### config.mk
export PLATFORM = sky130hd
export DESIGN_NAME = debounce_multi
export DESIGN_NICKNAME = d
export VERILOG_FILES = /design/src/rtl/debounce_multi.sv
export SDC_FILE = /design/constraint.sdc
export NUM_CORES = 1
export LEC_CHECK = 0
export BUFFER_PORTS_ARGS = -buffer_cell sky130_fd_sc_hd__buf_2
export CORE_MARGIN = 4
export CORE_UTILIZATION = 59
export DETAILED_ROUTE_END_ITERATION = 7
export GPL_TIMING_DRIVEN = 1
export HOLD_SLACK_MARGIN = 0.05
export PLACE_DENSITY = 0.78
export SYNTH_ARGS = -nofsm -noshare
export SYNTH_HDL_FRONTEND = slang
export SYNTH_SLANG_ARGS = --single-unit
### constraint.sdc
create_clock -name clk -period 2.5 [get_ports clk]
set_input_delay 0.5 -clock clk [delete_from_list [all_inputs] [get_ports clk]]
set_output_delay 0.5 -clock clk [all_outputs]
set_load 0.02 [all_outputs]
### src/rtl/debounce_multi.sv
// ----------------------------------------------------------------------------
// debounce_multi
//
// Multi-channel debouncer for board-level inputs such as buttons, switches and
// noisy strobes. Each channel passes through its own synchroniser and then a
// stability counter. A new level is accepted only after STABLE_CNT consecutive
// sample ticks disagree with the current debounced level. A shared prescaler
// sets the sampling rate of the filters. The synchronisers are not affected by
// the prescaler and run on every clock.
//
// Parameters
//   N_CH        number of independent channels (>= 1)
//   STABLE_CNT  consecutive differing samples needed to accept a level (>= 2)
//   CNT_W       stability counter width, must satisfy 2**CNT_W >= STABLE_CNT
//   TICK_DIV    clock cycles per sample tick (>= 1, 1 = sample every cycle)
//   SYNC_STAGES synchroniser flops per channel (>= 2)
//
// Ports
//   clk   in   rising-edge clock for all logic
//   rst   in   synchronous active-high reset
//   en    in   filter enable; when low, the counters and levels freeze
//   din   in   [N_CH] raw asynchronous inputs
//   dout  out  [N_CH] debounced levels
//   rise  out  [N_CH] one-cycle pulse in the first cycle dout[i] reads 1
//   fall  out  [N_CH] one-cycle pulse in the first cycle dout[i] reads 0
//   busy  out  high while any channel's stability counter is non-zero
// ----------------------------------------------------------------------------
module debounce_multi #(
   parameter int N_CH        = 4,
   parameter int STABLE_CNT  = 16,
   parameter int CNT_W       = 8,
   parameter int TICK_DIV    = 1,
   parameter int SYNC_STAGES = 2
) (
   input  logic            clk,
   input  logic            rst,
   input  logic            en,
   input  logic [N_CH-1:0] din,
   output logic [N_CH-1:0] dout,
   output logic [N_CH-1:0] rise,
   output logic [N_CH-1:0] fall,
   output logic            busy
);

   // The prescaler is at least one bit wide, so TICK_DIV=1 still has a legal
   // counter. That counter simply stays at zero.
   localparam int               P_W      = (TICK_DIV > 1) ? $clog2(TICK_DIV) : 1;
   localparam logic [P_W-1:0]   P_LAST   = P_W'(TICK_DIV - 1);
   localparam logic [CNT_W-1:0] CNT_LAST = CNT_W'(STABLE_CNT - 1);

   // Refuse to build with parameter combinations the filter cannot honour. The
   // main case is a counter too narrow to reach STABLE_CNT-1.
   generate
      if (CNT_W < 1 || (CNT_W < 31 && (2 ** CNT_W) < STABLE_CNT)) begin : g_bad_cnt_w
         $error("debounce_multi: CNT_W too small for STABLE_CNT");
      end
      if (N_CH < 1 || STABLE_CNT < 2 || TICK_DIV < 1 || SYNC_STAGES < 2) begin : g_bad_param
         $error("debounce_multi: parameter out of range");
      end
   endgenerate

   logic [N_CH-1:0][SYNC_STAGES-1:0] sync;
   logic [N_CH-1:0]                  s;
   logic [P_W-1:0]                   p;
   logic                             tick;
   logic [N_CH-1:0][CNT_W-1:0]       cnt;
   logic [N_CH-1:0][CNT_W-1:0]       cnt_n;
   logic [N_CH-1:0]                  dout_n;
   logic [N_CH-1:0]                  rise_n;
   logic [N_CH-1:0]                  fall_n;
   logic                             active_n;

   // Synchroniser shift chains. The chains shift on every clock, whatever the
   // enable or prescaler state, so the filter always sees a fresh and
   // metastability-settled copy of each input. Bit 0 takes the raw input, and
   // the top bit is the synchronised value.
   always_ff @(posedge clk) begin
      if (rst) begin
         sync <= '0;
      end else begin
         for (int i = 0; i < N_CH; i++) begin
            sync[i] <= {sync[i][SYNC_STAGES-2:0], din[i]};
         end
      end
   end

   // Pick out the last synchroniser stage of each channel as its sample.
   always_comb begin
      s = '0;
      for (int i = 0; i < N_CH; i++) begin
         s[i] = sync[i][SYNC_STAGES-1];
      end
   end

   // Shared prescaler. Clearing it while disabled means that, after
   // re-enable, the first sample tick comes a full TICK_DIV cycles later. It
   // never arrives early from a stale phase.
   always_ff @(posedge clk) begin
      if (rst || !en) begin
         p <= '0;
      end else if (p == P_LAST) begin
         p <= '0;
      end else begin
         p <= p + 1'b1;
      end
   end

   assign tick = en && (p == P_LAST);

   // Next-state logic for the per-channel filters. Without a tick everything
   // holds. A sample that agrees with the current level restarts the count,
   // which is what rejects glitches. The count saturates at STABLE_CNT-1; the
   // next disagreeing sample after that accepts the new level and raises the
   // matching edge pulse in the same step. The edge pulse therefore lines up
   // with the first cycle of the new level.
   always_comb begin
      cnt_n    = cnt;
      dout_n   = dout;
      rise_n   = '0;
      fall_n   = '0;
      active_n = 1'b0;
      if (tick) begin
         for (int i = 0; i < N_CH; i++) begin
            if (s[i] == dout[i]) begin
               cnt_n[i] = '0;
            end else if (cnt[i] == CNT_LAST) begin
               cnt_n[i]  = '0;
               dout_n[i] = s[i];
               rise_n[i] = s[i];
               fall_n[i] = !s[i];
            end else begin
               cnt_n[i] = cnt[i] + 1'b1;
            end
         end
      end
      for (int i = 0; i < N_CH; i++) begin
         if (cnt_n[i] != '0) begin
            active_n = 1'b1;
         end
      end
   end

   // Filter state and registered outputs. busy is taken from the next-state
   // counters, so it is high in exactly the cycles where some counter reads
   // non-zero.
   always_ff @(posedge clk) begin
      if (rst) begin
         cnt  <= '0;
         dout <= '0;
         rise <= '0;
         fall <= '0;
         busy <= 1'b0;
      end else begin
         cnt  <= cnt_n;
         dout <= dout_n;
         rise <= rise_n;
         fall <= fall_n;
         busy <= active_n;
      end
   end

endmodule
==> run metrics <==
sequential share of the synthesized area 40.9%; Net Sw Frac 23.0%; status completed; RSZ-0062 raised after global routing no; Commonest cells post-synth dfxtp_1 (54), nor2_1 (32), nand2_1 (26), a21oi_1 (23), nor4_1 (16); proportion of layout cells with a drive suffix above 1 12.2%; Layout area overhead 8.57%; TritonCTS clock tree built; Iteration-0 DRC Markers 223; Area contributors post-synth dfxtp_1 (41%), nor2_1 (4.5%), a21oi_1 (4.4%); starting density of the core 60.7%; vias per inst 6.13; Worst Path Arrival 2.41 ns; Worst-Skew Late Latency 0.31 ns; # hold bufs at CTS 0; CTS root buffer clkbuf_8; Resize count post-CTS 0; DR vias 2324; largest net degree at the start of global routing 44; Post-CTS Setup Bufs 0; reg-to-reg slack, setup 0.25 ns; vias in the first global route 2102; Remaining DRCs 0; GR Util All Layers 22.0%; Slew @ Worst Pin 0.696 ns; startpoint class of the critical path flip-flop; RR Endpoint busy; TNS Setup 0 ns; clock sink total 54; ys async rst share 0%; sequential power share 61.8%; Tmin final 2.25 ns; FF-to-FF Start cnt[8]; Pre-antenna DRT Iters 4; wire per inst 14.6 um; count of cell types in the netlist 52; boundary pin count 20; static leakage 1.02 nW; Power Total 0.00142 W; Crit-path slowest cell dfxtp_1; register area 0.00108 mm^2; Setup CP Type flip-flop to flip-flop; worst vdd ir 0.409 mV; die height 74.9 um; clock group share of total power 32.3%; Hold Startpoint din[0]; clk buf depth 2; internal power 0.00109 W; type of the most critical hold path input pin to flip-flop; share of the synthesized area in the top cell type 40.9%; Detailed Place HPWL 3.96 mm; Min-Delay Endpoint sync[0]; Post-Syn Nets 321; CP max FO 9; Multi-input gate area 0.00149 mm^2; Ys Warns 0; Final Setup Violations 0; total gr overflow 0; first-pass GRT wire length 9.72 mm; Synth Flop Type dfxtp_1; FP Rows 24; Max Clock Freq 444 MHz; die width 74.9 um; CP peak stage delay 0.45 ns; CTS Buf Count 5; Power Density 494 mW/mm^2; most common cell in the netlist dfxtp_1; H-tree depth 2; switching power total 0.000325 W; die area 0.00561 mm^2; WL final 5.53 mm; Worst EP required 2.66 ns; Crit. End Element flip-flop; Mapped Cells 310; Worst Hold Path Cells 2; combinational share of power 6.0%; crit-path cells ha_1 -> and3_1 -> a21oi_2 -> a222oi_1 -> o21ai_1 -> nor4_2 -> a41oi_1; ant diodes 0; clock slew at reported path FFs 0.09 ns; Final period util 90.1%; Fin. Hold Viols 0; Max Slew Vio Count 0; Port Buffers 19; Slew headroom 53.6%; cell taking the most area after synthesis dfxtp_1; CP startpoint cnt[8]; Final GP Congestion 0.853; worst reg2reg path depth 7; antenna viol nets, final 0; Max-Cap Viols 0; post-synthesis register bit count 54; post-synthesis cell area 0.00264 mm^2; initial antenna violation count 0; filler cell count 347; Clock Skews 0.00616 ns; Core ar. 0.00435 mm^2; nets 338; Post-synth EDFFs 0; Avg Synthesized Cell Area 8.52 um^2
[flip-flops by register name, indices dropped and copies added, names as in the netlist]
signal and flops:
sync 4, rise 4, cnt 32, p 1, s 4, busy 1
fall 4, dout 4
[per-stage QoR]
step / hold WS (ns) / worst slack (ns) / instance area, um^2 / util (%) / cells
2_1_floorplan: 0.414 / 0.556 / 2640 / - / 310
3_3_place_gp: 0.417 / 0.319 / 2790 / 64.1 / 372
3_5_place_dp: 0.425 / 0.264 / 2790 / 64.1 / 372
4_1_cts: 0.396 / 0.238 / 2870 / 65.9 / 379
5_1_grt: 0.407 / 0.0535 / 2870 / 65.9 / 379
6_report: 0.400 / 0.249 / 2870 / 65.9 / 379
[worst max-delay path by stage]
stage,to,slack [ns],cells after the start
global route,busy,0.05,7
finish,busy,0.25,7
detailed placement,busy,0.26,7
floorplan,busy,0.56,8
CTS,busy,0.24,7
global placement,busy,0.32,7
[cell usage in the layout, fill, tap and decap left out, types with 3 or more instances in the layout]
master and instances:
a211oi_1 6, a21oi_1 23, a22oi_1 3, a31oi_1 3, and3_1 6, buf_2 19, buf_4 4, clkbuf_8 5
dfxtp_1 54, ha_1 4, inv_1 3, mux2i_1 4, nand2_1 26, nand2b_1 7, nand3_1 11, nand4_1 5
nand4b_1 3, nor2_1 32, nor2b_1 11, nor3_1 8, nor3b_1 3, nor4_1 16, nor4_2 3, nor4b_1 5
o21ai_0 14, or3_1 3, xnor2_1 11, xor2_1 3
[kinds of logic after synthesis]
kind of cell    synth area share, %
mux                            1.52
flops                          40.9
fa+ha+maj                      1.89
compound gates                 16.0
simple gates                   32.2
xor+xnor                       4.64
buf+inv                        2.70
other cells                   0.142
[worst max-delay path: cells and delay by family, from the launching register on]
family,cells,cell delay (ns)
flops,1,0.45
compound gates,4,0.80
simple gates,2,0.63
fa+ha+maj,1,0.22
[power groups by stage]
stage	clock (W)	sequential, W	combinational [W]
finish	0.000458	0.000875	0.0000844
global route	0.000506	0.000877	0.0000941
CTS	0.000473	0.000875	0.0000841
detailed placement	0	0.000895	0.0000837
global placement	0	0.000895	0.0000825
floorplan	0	0.000895	0.0000571
[layout make-up]
cell class / count / area share [%]
well taps: 52 / 2.27
flip-flops and latches: 54 / 37.7
inverters: 3 / 0.393
clock buffers: 7 / 2.66
multi-input cells: 239 / 51.9
repair buffers: 24 / 5.06
[metal layers]
layer	up-vias	share of wire (%)	track usage, %
li1	1174	-	-
met1	1079	47	30.4
met2	60	46	34.2
met3	11	5.0	4.67
met4	0	2.3	7.31
met5	-	0	0
(Power assumes the default switching activity.)
